===== src/rtl/alu_nibble_sequencer.sv =====
// Sequences a 32-bit MIPS ALU op through one external 4-bit slice, one nibble per cycle.
// Define ALU_OVF_DETECT_EN to add the ovf output and a signed-correct slt.
module alu_nibble_sequencer (
  input  logic        clk,
  input  logic        rst,
  input  logic        start,
  input  logic [1:0]  alu_op,
  input  logic [5:0]  funct,
  input  logic [31:0] a,
  input  logic [31:0] b,
  output logic        busy,
  output logic        done,
  output logic [31:0] result,
  output logic        zero,
  output logic        cout,
  output logic        invalid,
`ifdef ALU_OVF_DETECT_EN
  output logic        ovf,
`endif
  output logic [3:0]  s_a,
  output logic [3:0]  s_b,
  output logic        s_cin,
  output logic        s_binv,
  output logic        s_sel1,
  output logic        s_sel0,
  output logic [3:0]  s_less,
  input  logic [3:0]  s_result,
  input  logic        s_co
);

  localparam int unsigned NIBBLES = 8;
  localparam logic [2:0]  LAST_K  = 3'(NIBBLES - 1);

  typedef enum logic [1:0] {ST_IDLE, ST_RUN, ST_DONE} state_t;
  typedef enum logic [2:0] {OP_ADD, OP_SUB, OP_AND, OP_OR, OP_SLT, OP_BAD} op_t;

  state_t      state;
  op_t         op_q;
  op_t         op_dec;
  logic [2:0]  k;
  logic [2:0]  kn;
  logic [31:0] a_q;
  logic [31:0] b_q;
  logic [27:0] res_q;
  logic [1:0]  dec_sel;
  logic        dec_binv;
  logic        arith_q;
  logic        set_bit;
  logic [31:0] fin;
`ifdef ALU_OVF_DETECT_EN
  logic        ovf_w;
`endif

  assign s_less = '0;

  always_comb begin
    op_dec = OP_BAD;
    case (alu_op)
      2'b00: op_dec = OP_ADD;
      2'b01: op_dec = OP_SUB;
      2'b10: begin
        case (funct)
          6'b100000: op_dec = OP_ADD;
          6'b100010: op_dec = OP_SUB;
          6'b100100: op_dec = OP_AND;
          6'b100101: op_dec = OP_OR;
          6'b101010: op_dec = OP_SLT;
          default:   op_dec = OP_BAD;
        endcase
      end
      default: op_dec = OP_BAD;
    endcase
  end

  always_comb begin
    dec_sel  = 2'b00;
    dec_binv = 1'b0;
    case (op_dec)
      OP_ADD:         begin dec_sel = 2'b10; dec_binv = 1'b0; end
      OP_SUB, OP_SLT: begin dec_sel = 2'b10; dec_binv = 1'b1; end
      OP_AND:         begin dec_sel = 2'b00; dec_binv = 1'b0; end
      OP_OR:          begin dec_sel = 2'b01; dec_binv = 1'b0; end
      default:        begin dec_sel = 2'b00; dec_binv = 1'b0; end
    endcase
  end

  // Final-pass view: the top nibble is still on s_result when the result is registered.
  always_comb begin
    kn      = k + 3'd1;
    arith_q = (op_q == OP_ADD) || (op_q == OP_SUB) || (op_q == OP_SLT);
`ifdef ALU_OVF_DETECT_EN
    ovf_w   = (a_q[31] == (b_q[31] ^ s_binv)) && (s_result[3] != a_q[31]);
    set_bit = s_result[3] ^ ovf_w;
`else
    set_bit = s_result[3];
`endif
    fin = (op_q == OP_SLT) ? {31'b0, set_bit} : {s_result, res_q};
  end

  always_ff @(posedge clk or posedge rst) begin
    if (rst) begin
      state   <= ST_IDLE;
      op_q    <= OP_ADD;
      k       <= '0;
      a_q     <= '0;
      b_q     <= '0;
      res_q   <= '0;
      busy    <= 1'b0;
      done    <= 1'b0;
      result  <= '0;
      zero    <= 1'b0;
      cout    <= 1'b0;
      invalid <= 1'b0;
`ifdef ALU_OVF_DETECT_EN
      ovf     <= 1'b0;
`endif
      s_a     <= '0;
      s_b     <= '0;
      s_cin   <= 1'b0;
      s_binv  <= 1'b0;
      s_sel1  <= 1'b0;
      s_sel0  <= 1'b0;
    end else begin
      case (state)
        ST_IDLE: begin
          if (start) begin
            busy    <= 1'b1;
            invalid <= 1'b0;
            op_q    <= op_dec;
            if (op_dec == OP_BAD) begin
              result  <= '0;
              zero    <= 1'b1;
              cout    <= 1'b0;
              invalid <= 1'b1;
`ifdef ALU_OVF_DETECT_EN
              ovf     <= 1'b0;
`endif
              done    <= 1'b1;
              state   <= ST_DONE;
            end else begin
              a_q    <= a;
              b_q    <= b;
              k      <= '0;
              s_a    <= a[3:0];
              s_b    <= b[3:0];
              s_cin  <= dec_binv;
              s_binv <= dec_binv;
              s_sel1 <= dec_sel[1];
              s_sel0 <= dec_sel[0];
              state  <= ST_RUN;
            end
          end
        end

        ST_RUN: begin
          if (k == LAST_K) begin
            result <= fin;
            zero   <= (fin == '0);
            cout   <= arith_q ? s_co : 1'b0;
`ifdef ALU_OVF_DETECT_EN
            ovf    <= ((op_q == OP_ADD) || (op_q == OP_SUB)) ? ovf_w : 1'b0;
`endif
            done   <= 1'b1;
            s_a    <= '0;
            s_b    <= '0;
            s_cin  <= 1'b0;
            s_binv <= 1'b0;
            s_sel1 <= 1'b0;
            s_sel0 <= 1'b0;
            state  <= ST_DONE;
          end else begin
            // Low nibbles shift in from the top; after seven passes nibble 0 sits at [3:0].
            res_q <= {s_result, res_q[27:4]};
            s_cin <= s_co;
            s_a   <= a_q[{kn, 2'b00} +: 4];
            s_b   <= b_q[{kn, 2'b00} +: 4];
            k     <= kn;
          end
        end

        ST_DONE: begin
          done  <= 1'b0;
          busy  <= 1'b0;
          state <= ST_IDLE;
        end

        default: state <= ST_IDLE;
      endcase
    end
  end

endmodule


===== config.mk =====
export PLATFORM = sky130hd
export DESIGN_NAME = alu_nibble_sequencer
export DESIGN_NICKNAME = d
export VERILOG_FILES = /design/src/rtl/alu_nibble_sequencer.sv
export SDC_FILE = /design/constraint.sdc
export NUM_CORES = 1
export LEC_CHECK = 0
export CAP_MARGIN = 20
export CORE_UTILIZATION = 56
export CTS_CLUSTER_SIZE = 16
export DETAILED_ROUTE_END_ITERATION = 8
export PLACE_DENSITY = 0.94
export SYNTH_ARGS = -nofsm -noshare
export SYNTH_HDL_FRONTEND = slang
export SYNTH_SLANG_ARGS = --single-unit

===== constraint.sdc =====
create_clock -name clk -period 11.5 [get_ports clk]
set_clock_uncertainty 0.2 [all_clocks]
set_input_delay 2.3 -clock clk [delete_from_list [all_inputs] [get_ports clk]]
set_output_delay 2.3 -clock clk [all_outputs]
set_load 0.1 [all_outputs]

==> metrics.sh, run 1 <==
YOSYS-TOP-CELLS-COUNT='149 x sky130_fd_sc_hd__dfrtp_1, 136 x sky130_fd_sc_hd__nand2_1, 52 x sky130_fd_sc_hd__mux2_2'
COMBINED_GLOBAL_ROUTE_UTILIZATION_OF_ALL_METAL_LAYERS_PCT=26.8
TIMING.FMAX_MHz=210
TIMING.HOLD.WORST.CLASS='reg2reg'
POSTROUTEANTENNANETS=0
HOLDPATHEND='b_q[0]$_DFFE_PP0P_'
CORE_REGION_AREA_UM2=11600
DRT-INITIAL-DRC-COUNT=329
CRITPATHCAPTURETYPE='register'
LAYOUT_MIN_CYCLE_TIME_PS=4760
YS_FF_LATCH=149
GRT_START_MAX_NET_PINS=85
NETLIST-CELL-TYPE-COUNT=45
FLOORPLAN.DIE_AREA_UM2=12400
YOSYS.CELL_COUNT.TOP_TYPE='sky130_fd_sc_hd__dfrtp_1'
LAYOUTNONFILLERINSTCOUNT=846
CTS_BUFFERS=17
ANTENNA_CELLS=0
FILLERS=719
GRT_OVERFLOW_TOTAL=0
CTS.SINKS=149
DETAIL_ROUTE.VIAS_PER_CELL=5.77
FINALWIRELENGTH_MM=15.5
STATUS='finished with violations'
LAYOUT-AREA-OVERHEAD-VS-SYNTH_PCT=28.7
DETAIL_ROUTE.WL_PER_CELL_UM=18.3
DIE_W_UM=112
NETLIST.AREA_LEADER.SHARE_PCT=55.5
CP_DATA_ARRIVAL_TIME_PS=4860
RR_ENDPOINT='s_a[3]$_DFFE_PP0P_'
DRIVE_GT1_SHARE_PCT=17.8
FINAL_HOLD_VIOL_COUNT=0
INSERTION_DELAY_PS=420
BOUNDARYPINS=133
GRT_FIRST_PASS_WIRELENGTH_MM=25.7
TOTAL_POWER_mW=2.97
WORSTREG2REGSTART='k[0]$_DFFE_PP0P_'
IRDROPWORSTVDD_mV=0.246
SYNTH-EDFF-COUNT=0
POWER_DENSITY_nW_PER_UM2=344
WORST_R2R_PATH_CELLS=6
DETAILEDPLACEMENTHPWL_MM=10.4
FAILING_CHECKS='design-rule violations'
REQUIRED_TIME_AT_THE_WORST_SLACK_ENDPOINT_PS=11610
LEAKAGE_nW=3.80
WORST_HOLD_STARTPOINT='b_q[0]$_DFFE_PP0P_'
RSZ0062_AT_GRT='false'
DRT_PASS1_ITERATIONS=7
IO_BUFFER_COUNT=128
POST_SYNTH_INSTANCE_AREA_UM2=6720
NUMBER_OF_PLACED_CELLS_COUNTING_WELL_TAPS=813
DRT_DRC_VIOLATIONS_LEFT=8
SEQUENTIAL_SHARE_OF_THE_SYNTHESIZED_AREA_PCT=55.5
SYNTHFLOPTYPE='sky130_fd_sc_hd__dfrtp_1'
FIRST_GLOBAL_VIAS=5126
POSTCTSSETUPREPAIRBUFS=0
REPORT.FINAL.SETUP_VIOL=0
POST-ROUTE-PERIOD-UTIL_PCT=41.4
WORST-SETUP-PATH-TYPE='in2reg'
CRIT_PATH_MAX_FANOUT=50
SETUP.WORST_PATH.START_CLASS='input port'
H-TREE-DEPTH=4
MAX-SLEW-MARGIN-REL_PCT=30.8
SYNTH_CELLS=569
ANTENNA_VIOLATIONS_BEFORE_REPAIR=0
PLACE.GP.CONGESTION=0.776
MEASURED_SLEW_AT_THE_WORST_SLEW_CHECK_PIN_PS=1030
ROOT_BUFFER='sky130_fd_sc_hd__clkbuf_16'
DIE_Y_UM=112
CTSHOLDBUFFERS=0
WORSTHOLDPATHCELLS=1
CLK_PIN_SLEW_WORST_PATHS_PS=60
MAXCAPVIOLATIONS=0
NNETSFINAL=772
VIAS=4879
INITIAL_CORE_UTILIZATION_PCT=58.1
SYNTHDOMINANTAREACELLTYPE='sky130_fd_sc_hd__dfrtp_1'
CTS_TREE='built'
SYNTHESIS.AREA_PER_INSTANCE_UM2=11.8
CTSRESIZECOUNT=0
FF2FF_SETUP_SLACK_PS=7920
CTS.PATH.MAX_BUFFERS=2
SYNTH_WARNINGS=0
SLEW_VIOL_FINAL=0
SYNTHTOPCELLSBYAREA='sky130_fd_sc_hd__dfrtp_1 56%, sky130_fd_sc_hd__mux2_2 8.7%, sky130_fd_sc_hd__nand2_1 7.6%'
ROW_COUNT=39
ASYNC_FLOP_SHARE_PCT=100
FIN_SETUP_TNS_PS=0
==> flip-flops by register name, indices dropped and copies added (netlist names) <==
signal and flops:
a_q 32, zero 1, result 32, done 1, op_q 3, s_sel0 1
s_binv 1, s_a 4, b_q 32, res_q 28, cout 1, s_b 4
k 3, busy 1, invalid 1, state 2, s_cin 1, s_sel1 1
==> worst max path at each step <==
stage,from,endpoint,slack (ps),cells after the start
4_1_cts,start,a_q[7]$_DFFE_PP0P_,6790,6
2_1_floorplan,rst,a_q[0]$_DFFE_PP0P_,4990,1
5_1_grt,start,a_q[0]$_DFFE_PP0P_,6610,6
6_report,start,a_q[7]$_DFFE_PP0P_,6740,6
3_3_place_gp,start,b_q[21]$_DFFE_PP0P_,6470,6
3_5_place_dp,start,a_q[0]$_DFFE_PP0P_,6340,6
==> worst max-delay path, cell delays in order <==
cell and delay (ps):
sky130_fd_sc_hd__clkdlybuf4s50_1 450, sky130_fd_sc_hd__nand2b_1 430, sky130_fd_sc_hd__nor2_1 190, sky130_fd_sc_hd__nand2_2 390
sky130_fd_sc_hd__buf_4 630, sky130_fd_sc_hd__mux2_2 420
==> power by group <==
| part | internal (mW) | total, mW | switching (mW) | leakage (nW) |
|---|---|---|---|---|
| logic | 0.508 | 1.48 | 0.967 | 1.67 |
| registers | 0.768 | 0.952 | 0.183 | 1.85 |
| clock network | 0.321 | 0.546 | 0.225 | 0.273 |
==> routing by layer <==
metal	share of wire (%)	wire length, µm	vias to the layer above	GRT usage (%)
met5	0	0	-	0
met2	51	7970	240	44.6
met1	39	6040	2396	32.4
li1	-	-	2187	-
met4	3.3	504	0	13.3
met3	6.4	995	56	7.57
==> cells by family after synthesis <==
family | share of synthesized area (%)
compound gates | 5.07
mux | 22.2
buf+inv | 5.68
simple gates | 11.1
flops | 55.5
fa+ha+maj | 0.372
other cells | 0.0558
==> metrics by stage <==
stage	area, µm²	util, %	hold slack (ps)	setup WS, ps
after floorplan	6730	-	259	4990
after global placement	8050	69.6	268	6470
after detailed placement	8050	69.6	279	6340
after CTS	8630	74.6	292	6790
after global routing	8640	74.7	321	6610
final	8640	74.7	286	6740
==> final cells by class <==
| cell class | count | area, µm² | share of cell area (%) |
|---|---|---|---|
| Sequential cell | 149 | 3730 | 43.1 |
| Inverter | 49 | 189 | 2.19 |
| Clock inverter | 14 | 153 | 1.77 |
| Clock buffer | 18 | 429 | 4.96 |
| Timing Repair Buffer | 133 | 1330 | 15.3 |
| Tap cell | 143 | 179 | 2.07 |
| Multi-Input combinational cell | 340 | 2640 | 30.5 |
==> layout by cell type (no fill, tap or decap), drive strengths merged, types with 3 or more instances in the layout <==
master / netlist / routed
dfrtp: 149 / 149
nand2: 137 / 137
clkdlybuf4s50: 0 / 128
mux2: 68 / 68
inv: 49 / 52
mux2i: 33 / 33
clkbuf: 14 / 18
mux4: 16 / 16
o31ai: 12 / 12
nor4: 9 / 9
a32oi: 9 / 9
nor2: 7 / 7
a21oi: 5 / 5
buf: 20 / 5
clkinv: 0 / 5
nand2b: 4 / 4
conb: 1 / 4
clkinvlp: 0 / 4
nor2b: 3 / 3
o32ai: 3 / 3
o21ai: 3 / 3
No activity file was read; power rests on OpenSTA's default activity.
==> inputs of run 2 (changes only) <==
CORE_UTILIZATION = 52   (was 56)
PLACE_DENSITY = 0.88   (was 0.94)
clock period = 4.53 ns   (was 11.5 ns; I/O delays follow)
==> metrics.sh, run 2 (synthesis results as in run 1) <==
DIE_W_UM=116  # +3.7%
RSZ0062_AT_GRT='false'
CLK_PIN_SLEW_WORST_PATHS_PS=60  # about the same
CTS_BUFFERS=17  # unchanged
POSTCTSSETUPREPAIRBUFS=0  # unchanged
FINISH.INSTANCE_AREA_UM2=8790  # +1.7%
DRT_DRC_VIOLATIONS_LEFT=0  # -8
CRITICAL-PATH-TOP-CELL-BY-COUNT='sky130_fd_sc_hd__ha_1'
CRIT_PATH_MAX_FANOUT=35  # -30%
DETAILEDPLACEMENTHPWL_MM=10.4  # -0.45%
WORSTREG2REGSTART='k[0]$_DFFE_PP0P_'
LAYOUT_MIN_CYCLE_TIME_PS=3360
CTS_TREE='built'
POWER.SHARE.CLOCK_PCT=19.2  # +0.8 points
REPORT.FINAL.SETUP_VIOL=0  # unchanged
ROW_COUNT=41  # +5.1%
MAXCAPVIOLATIONS=0  # unchanged
MEASURED_SLEW_AT_THE_WORST_SLEW_CHECK_PIN_PS=1040  # +3.88 ps
FIRST_GLOBAL_VIAS=4966  # -3.1%
STATUS='finished clean'
CRITICAL_PATH.CELL_CHAIN='buf_16 -> ha_1 -> ha_1 -> or3b_2 -> nor2_1 -> nand2_1 -> a32oi_1'
GRT_START_MAX_NET_PINS=84  # -1.2%
VIAS=4766  # -2.3%
SLEW_VIOL_FINAL=0  # unchanged
ANTENNA_VIOLATIONS_BEFORE_REPAIR=0  # unchanged
POWER.SHARE.SWITCHING_PCT=44.8  # -1.4 points
INSERTION_DELAY_PS=430  # about the same
WORSTHOLDPATHCELLS=1  # unchanged
POSTROUTEANTENNANETS=0  # unchanged
TIMING.HOLD.WORST.CLASS='reg2reg'
CTSRESIZECOUNT=0  # unchanged
DETAIL_ROUTE.VIAS_PER_CELL=5.43  # -5.8%
WORST_R2R_PATH_CELLS=7  # +1
FLOORPLAN.DIE_AREA_UM2=13400  # +7.6%
LAYOUT_COMMONEST_CELL='sky130_fd_sc_hd__dfrtp_1'
WORST-SETUP-PATH-TYPE='reg2reg'
IRDROPWORSTVDD_mV=0.447  # +82%
POWER_SWITCHING_mW=3.43  # +150%
IO_BUFFER_COUNT=128  # unchanged
DRT_PASS1_ITERATIONS=4  # -3
CTS.PATH.MAX_BUFFERS=2  # unchanged
PLACE.GP.CONGESTION=0.764  # -1.5%
LEAKAGE_nW=3.85  # +1.5%
FF2FF_SETUP_SLACK_PS=1170  # -6750 ps
TOP_REGS='a_q: 32 flops, b_q: 32 flops, result: 32 flops'
CORE_REGION_AREA_UM2=12600  # +9.1%
FINAL_HOLD_VIOL_COUNT=0  # unchanged
CP_DATA_ARRIVAL_TIME_PS=3490  # -1370 ps
DRT-INITIAL-DRC-COUNT=213  # -35%
CELL_INTERNAL_PWR_mW=4.22  # +160%
DETAIL_ROUTE.WL_PER_CELL_UM=17.2  # -6.0%
CPPEAKSTAGEDELAY_PS=760  # +130 ps
CTSHOLDBUFFERS=0  # unchanged
ROOT_BUFFER='sky130_fd_sc_hd__clkbuf_16'
ANTENNA_CELLS=0  # unchanged
CTS.SINKS=149  # unchanged
WORST_HOLD_STARTPOINT='b_q[3]$_DFFE_PP0P_'
SEQ_PWR_SHARE_PCT=31.2  # -0.8 points
POST-ROUTE-PERIOD-UTIL_PCT=74.2
BOUNDARYPINS=133  # unchanged
POWER_DENSITY_nW_PER_UM2=870  # +150%
POWER_FRAC_COMB_PCT=49.7  # about the same
GRT_FIRST_PASS_WIRELENGTH_MM=24.5  # -4.7%
TIMING.FMAX_MHz=298
FINALWIRELENGTH_MM=15.1  # -2.5%
LAYOUT-AREA-OVERHEAD-VS-SYNTH_PCT=30.8
COMBINED_GLOBAL_ROUTE_UTILIZATION_OF_ALL_METAL_LAYERS_PCT=24.6  # -2.2 points
SETUP.WORST_PATH.START_CLASS='register'
REQUIRED_TIME_AT_THE_WORST_SLACK_ENDPOINT_PS=4660  # -6950 ps
FIN_SETUP_TNS_PS=0  # unchanged
H-TREE-DEPTH=4  # unchanged
DIE_Y_UM=116  # +3.7%
GRT_OVERFLOW_TOTAL=0  # unchanged
MOST-COMMON-LAYOUT-CELLS='149 x sky130_fd_sc_hd__dfrtp_1, 136 x sky130_fd_sc_hd__nand2_1, 128 x sky130_fd_sc_hd__clkdlybuf4s50_1'
DRIVE_GT1_SHARE_PCT=17.7  # -0.050 points
INITIAL_CORE_UTILIZATION_PCT=53.2  # -4.9 points
RR_ENDPOINT='s_a[0]$_DFFE_PP0P_'
CRITICAL_PATH.SLOWEST_CELL='sky130_fd_sc_hd__or3b_2'
NNETSFINAL=774  # +0.26%
HOLDPATHEND='b_q[3]$_DFFE_PP0P_'
CRITPATHCAPTURETYPE='register'
MAX-SLEW-MARGIN-REL_PCT=30.6  # -0.26 points
POSTPLACECELLAREA_UM2=8130  # +1.0%
-- run 2: cell count changes in the layout (fill, tap and decap cells not counted), sizes merged --
cell / delta
clkbuf: +4
inv: -4
buf: +2
bufinv: +2
clkinvlp: -2
-- run 2: cell type report --
class / instances / area, µm²
fill: 888 / 3830
sequential: 149 / 3730
multi-input combinational: 340 / 2640
timing repair buffer: 135 / 1400
clock buffer: 22 / 464
tap: 172 / 215
inverter: 49 / 188
clock inverter: 10 / 153
-- run 2: worst max-delay path by stage --
stage          depth (start not counted)  slack (ps)                endpoint             start
3_3_place_gp                           6        1040      b_q[5]$_DFFE_PP0P_         alu_op[0]
5_1_grt                                7        1020      s_a[0]$_DFFE_PP0P_  k[0]$_DFFE_PP0P_
6_report                               7        1170      s_a[0]$_DFFE_PP0P_  k[0]$_DFFE_PP0P_
3_5_place_dp                           6         950  result[14]$_DFFE_PP0P_             start
2_1_floorplan                          1        1550      a_q[0]$_DFFE_PP0P_               rst
4_1_cts                                6         950      s_a[0]$_DFFE_PP0P_  k[0]$_DFFE_PP0P_
-- run 2: stage by stage --
stage	utilization, %	worst slack (ps)	power, mW	hold WS (ps)	std cells
finish	69.6	1170	7.65	294	877
global route	69.6	1020	8.01	313	877
CTS	69.3	951	7.64	297	875
detailed placement	64.4	948	6.12	283	843
global placement	64.4	1040	5.98	271	843
floorplan	-	1550	5.21	259	572
-- run 2: power by group through the flow --
stage	clock network [mW]	logic [mW]	registers, mW
3_5_place_dp	0	3.71	2.41
3_3_place_gp	0	3.63	2.36
6_report	1.47	3.80	2.38
5_1_grt	1.54	4.01	2.46
4_1_cts	1.48	3.75	2.41
2_1_floorplan	0	1.57	3.64
-- run 2: critical path: cells and delay by family, from the launching register on --
kind / cells / cell delay (ps)
and+or+nand+nor: 3 / 1580
DFF: 1 / 530
adders and majority gates: 2 / 430
AOI/OAI and AO/OA: 1 / 270
buffers and inverters: 1 / 240
-- run 2: layer usage --
| layer | share of wire [%] | up-vias | GRT usage [%] |
|---|---|---|---|
| li1 | - | 2178 | - |
| met1 | 39 | 2393 | 28.8 |
| met2 | 52 | 168 | 41.4 |
| met3 | 6.1 | 27 | 7.58 |
| met4 | 2.5 | 0 | 12.1 |
| met5 | 0 | - | 0 |
